==> src/rtl/fetch_unit.sv <==
// fetch_unit: owns the PC, fetches from a 1-cycle-latency instruction memory and hands {pc, instr, fault} to decode
module fetch_unit #(
  parameter logic [31:0] RESET_PC  = 32'h0100_0000,
  parameter logic [31:0] IMEM_BASE = 32'h0100_0000,
  parameter logic [31:0] IMEM_LAST = 32'h0100_09FC,
  parameter logic [31:0] NOP_INSTR = 32'h0000_0013
) (
  input  logic        clk,
  input  logic        rst_n,
  output logic        imem_rd,
  output logic [31:0] imem_addr,
  input  logic [31:0] imem_instr,
  input  logic        redirect_valid,
  input  logic [31:0] redirect_pc,
  output logic        out_valid,
  input  logic        out_ready,
  output logic [31:0] out_pc,
  output logic [31:0] out_instr,
  output logic        out_fault
);
  typedef enum logic {RUN, HALT} state_e;
  state_e      state_q, state_d;
  logic [31:0] pc_q, pc_d;
  logic        inflight_q, inflight_d;
  logic [31:0] infl_pc_q, infl_pc_d;
  logic        infl_fault_q, infl_fault_d;
  logic [31:0] ent_pc_q [2];
  logic [31:0] ent_instr_q [2];
  logic [1:0]  ent_fault_q;
  logic        head_q, head_d;
  logic [1:0]  count_q, count_d;
  logic        pop, push, issue, pc_legal, tail;
  logic [2:0]  occ;
  assign imem_addr = pc_q;
  assign out_valid = count_q != 2'd0;
  assign out_pc    = ent_pc_q[head_q];
  assign out_instr = ent_instr_q[head_q];
  assign out_fault = ent_fault_q[head_q];
  // Handshake, occupancy and issue qualification; a slot is issued only if it is guaranteed buffer room
  always_comb begin
    pop      = out_valid & out_ready;
    push     = inflight_q & ~redirect_valid;
    occ      = {1'b0, count_q} + {2'b0, inflight_q};
    pc_legal = (pc_q[1:0] == 2'b00) && (pc_q >= IMEM_BASE) && (pc_q <= IMEM_LAST);
    issue    = (state_q == RUN) && !redirect_valid && ((occ - {2'b0, pop}) < 3'd2);
    tail     = head_q ^ count_q[0];
  end
  // Fetch state register
  always_ff @(posedge clk or negedge rst_n) begin
    if (!rst_n) state_q <= RUN;
    else        state_q <= state_d;
  end
  // Redirect always restarts fetch; issuing a fault slot parks the unit until the next redirect
  always_comb begin
    state_d = redirect_valid ? RUN : (issue && !pc_legal) ? HALT : state_q;
  end
  // Memory read strobe; held low while reset is asserted so nothing is fetched during reset
  always_comb begin
    imem_rd = rst_n & issue & pc_legal;
  end
  // Next-state for PC, in-flight slot and buffer pointers
  always_comb begin
    pc_d         = redirect_valid ? redirect_pc : (issue && pc_legal) ? pc_q + 32'd4 : pc_q;
    inflight_d   = issue;
    infl_pc_d    = issue ? pc_q : infl_pc_q;
    infl_fault_d = issue ? !pc_legal : infl_fault_q;
    count_d      = redirect_valid ? 2'd0 : count_q + {1'b0, push} - {1'b0, pop};
    head_d       = redirect_valid ? 1'b0 : head_q ^ pop;
  end
  // PC, in-flight slot and buffer pointer registers
  always_ff @(posedge clk or negedge rst_n) begin
    if (!rst_n) begin
      pc_q         <= RESET_PC;
      inflight_q   <= 1'b0;
      infl_pc_q    <= '0;
      infl_fault_q <= 1'b0;
      count_q      <= '0;
      head_q       <= 1'b0;
    end else begin
      pc_q         <= pc_d;
      inflight_q   <= inflight_d;
      infl_pc_q    <= infl_pc_d;
      infl_fault_q <= infl_fault_d;
      count_q      <= count_d;
      head_q       <= head_d;
    end
  end
  // Arriving slot lands at the tail; fault slots carry a NOP instead of the (unread) memory data
  always_ff @(posedge clk or negedge rst_n) begin
    if (!rst_n) begin
      ent_pc_q[0]    <= '0;
      ent_pc_q[1]    <= '0;
      ent_instr_q[0] <= '0;
      ent_instr_q[1] <= '0;
      ent_fault_q    <= '0;
    end else if (push) begin
      ent_pc_q[tail]    <= infl_pc_q;
      ent_instr_q[tail] <= infl_fault_q ? NOP_INSTR : imem_instr;
      ent_fault_q[tail] <= infl_fault_q;
    end
  end
endmodule

==> config.mk <==
export PLATFORM = sky130hd
export DESIGN_NAME = fetch_unit
export DESIGN_NICKNAME = d
export VERILOG_FILES = /design/src/rtl/fetch_unit.sv
export SDC_FILE = /design/constraint.sdc
export NUM_CORES = 1
export LEC_CHECK = 0
export ABC_AREA = 1
export BUFFER_PORTS_ARGS = -buffer_cell sky130_fd_sc_hd__clkbuf_2
export CORE_ASPECT_RATIO = 0.7
export CORE_MARGIN = 1
export CORE_UTILIZATION = 55
export DETAILED_ROUTE_END_ITERATION = 16
export PLACE_DENSITY = 0.79
export SYNTH_ARGS = -nofsm -noshare
export SYNTH_HDL_FRONTEND = slang
export SYNTH_SLANG_ARGS = --single-unit
==> constraint.sdc <==
create_clock -name clk -period 9.1 [get_ports clk]
set_input_delay 1.365 -clock clk [delete_from_list [all_inputs] [get_ports clk]]
set_output_delay 1.365 -clock clk [all_outputs]
set_load 0.01 [all_outputs]
==> flow_summary.yaml <==
sta:
  fmax_mhz: 193
  finalSetupViolations: 0
  hold_ws_ps: 472
  hold_viol_final: 0
  rsz0062_at_grt: "false"
  worstMarginPinSlew_ps: 1060
  fin_crit_sh_pct: 56.9
  fin_crit_ps: 5180
  slew_violations: 0
  clock_skew_ps: 12.0
  setup_tns_ps: 0
  max_slew_margin_pct: 29.1
placement:
  detailedPlacementHpwl_microns: 12800
  gp_congestion: 0.799
  port_buffers: 166
  placed_cells: 1444
yosys:
  synth_enable_flop_cells: 0
  async_flop_share_pct: 100
  synth_seq_cells: 200
  yosys.area_share.adder_pct: 0.921
  synth_top_family_by_area: "simple AND/OR/NAND/NOR gates"
  synth_cells: 1129
  syn_nets: 1203
  syn_area_sq_um: 8960
  avgSynthCellArea_sq_um: 7.94
  synth_top_cell_by_area: "dfrtp_1"
  muxShareOfSynthArea_pct: 0
  yosysWarnings: 0
  ys_types: 28
  yosysTopAreaCellShare_pct: 55.5
  yosys.area_share.simple_pct: 24.3
  synthXorXnorAreaFrac_pct: 0.865
  ys_seq_area_share_pct: 55.8
  synthTopCellsByArea: "dfrtp_1 56%, nand2_1 19%, o21ai_0 8.6%, inv_1 4.9%, nand3_1 2.1%"
  ys.flop_type: "dfrtp_1"
  synth_compound_gate_area_share_pct: 9.74
status:
  status: "complete, no violations"
die:
  die_y_microns: 109
  start_util_pct: 57.1
  boundaryPins: 167
  core_sq_um: 15700
  floorplan.rows: 38
  die_x_microns: 155
  dieArea_sq_um: 16800
clocking:
  clkSlewWorstSetupHoldPaths_ps: 70
  htree_levels: 4
  hold_buffers: 0
  clk_latency_ps: 430
  cts_resized: 0
  cts_setup_buffers: 0
  cts_max_path_buffers: 2
  cts_tree: "built"
  cts_root_buf: "clkbuf_16"
  cts_sinks: 200
  numCtsBuffers: 17
setup_path:
  startpoint_type: "input port"
  worst-r2r-cell-count: 14
  cp-end-kind: "output port"
  worst-setup-path-type: "in -> out"
  cp_top_family: "simple AND/OR/NAND/NOR gates"
  critPathSlowestCell: "buf_4"
  cp_slowest_stage_delay_ps: 490
  crit_fanout: 68
  crit_chain: "clkbuf_2 > nand2_1 > inv_1 > ha_1 > or2_2 > fa_1 > nand2_1 > nor2_4 > buf_4 > nand3_1 > nor2_1 > clkbuf_2"
  arrival_ps: 3820
  worst-path-stages: 12
  cp.required_ps: 7740
  path_buf_inv: 4
routing:
  totalWireLength_microns: 20000
  vias: 7511
  route.met3.wl_microns: 1130
  maxUsedRoutingLayer: "met4"
  drt-initial-drc-count: 570
  drc_errors: 0
  drtAntennaViolNets: 0
  drt-met1-wl_microns: 9410
  via_per_inst: 5.09
  wl_per_cell_microns: 13.5
  drt_first_pass_iters: 5
  wl_met2_microns: 9250
layout:
  num-fill-cells: 1382
  layout_common_cells: "461 x nand2_1, 198 x dfrtp_1, 165 x clkbuf_2"
  final_common_cell: "nand2_1"
  regArea_sq_um: 5010
  area_growth_pct: 16.5
  drive_above_1_share_pct: 17.4
  fin_nets: 1337
  antennaDiodeCount: 0
  fin_cells: 1476
  multiInputGateArea_sq_um: 3220
power_and_ir_drop:
  finalPower_uw: 3310
  p_leak_uw: 0.00565
  peakVddDrop_mv: 0.152
  p_per_area_nw_per_um2: 317
min_path:
  hold_path_class: "reg -> reg"
  whs_path_depth: 2
grt:
  grt_overflow_total: 0
  gr-usage-all-layers_pct: 25.5
  grt_max_degree: 100
  grt_pass1_vias: 7024
  antenna_found_initial: 0
  grt_pass1_wl_microns: 33900
job:
  max_cap_viol_count: 0
-- cells by family (layout without fill, tap and decap cells) --
logic type,count (synthesis),count (layout)
AOI/OAI and AO/OA,174,174
xor gates and xnor gates,8,8
adders and majority gates,6,6
buffers and inverters,182,329
DFF,200,200
and+or+nand+nor,559,559
-- power by group --
part	internal [uW]	total, uW	leakage [uW]	switching [uW]
logic	397	1100	0.00282	704
registers	1250	1460	0.00254	212
clock network	401	749	0.000285	348
total	2040	3310	0.00565	1260
-- sequential cells by signal, summed over array words and instances (netlist names) --
register,cells
infl_fault_q,1
count_q,2
infl_pc_q,32
ent_fault_q,2
ent_instr_q,64
imem_addr,32
head_q,1
ent_pc_q,64
state_q,1
inflight_q,1
-- Yosys cell counts, types with 2 or more instances --
cell type / instances
o21ai_0: 154
or2_2: 5
buf_4: 2
nor2_1: 50
clkbuf_1: 28
inv_1: 117
buf_6: 3
nand3_1: 38
clkinv_1: 2
dfrtp_1: 199
o21ai_1: 15
ha_1: 5
inv_2: 2
a21oi_1: 4
xnor2_1: 2
xor2_1: 5
buf_2: 26
nand2_1: 461
nor3_1: 2
-- worst register-to-register path, delay by kind of cell (launching register included) --
| family | cells | cell delay [ps] |
|---|---|---|
| flip-flops | 1 | 440 |
| buffers and inverters | 3 | 840 |
| AND/OR/NAND/NOR | 9 | 1450 |
| adder cells (fa/ha/maj) | 2 | 740 |
-- through the flow --
step,area [sq um],util [%],setup WS (ps)
after floorplan,8960,-,4510
after CTS,10400,66.5,3910
after detailed placement,9850,62.8,3920
final,10400,66.5,3920
after global placement,9850,62.8,3960
after global routing,10400,66.5,3710
-- path summary, 6_finish.rpt --
path | to | slack, ps | startpoint
max in group asynchronous | infl_pc_q[7] | 6680 | rst_n
worst min-delay path | ent_instr_q[27] | 470 | ent_instr_q[27]
min in group asynchronous | ent_instr_q[39] | 940 | rst_n
worst min register to register | ent_instr_q[27] | 470 | ent_instr_q[27]
worst max-delay path | imem_rd | 3920 | out_ready
worst max register to register | imem_addr[5] | 5580 | count_q[1]
-- routing by layer --
metal | vias to the layer above | GRT usage [%]
met5 | - | 0
met4 | 0 | 5.87
met3 | 14 | 4.89
met2 | 204 | 40.8
met1 | 3555 | 36.4
li1 | 3738 | -
-- layout make-up --
type                       count  share of cell area [%]
clock buffer                  19                    4.34
clock inverter                13                    1.33
inverter                     121                    4.36
multi-input combinational    747                    30.8
sequential                   200                    48.0
tap                          200                    2.40
timing repair buffer         176                    8.76
(Power assumes the default switching activity.)
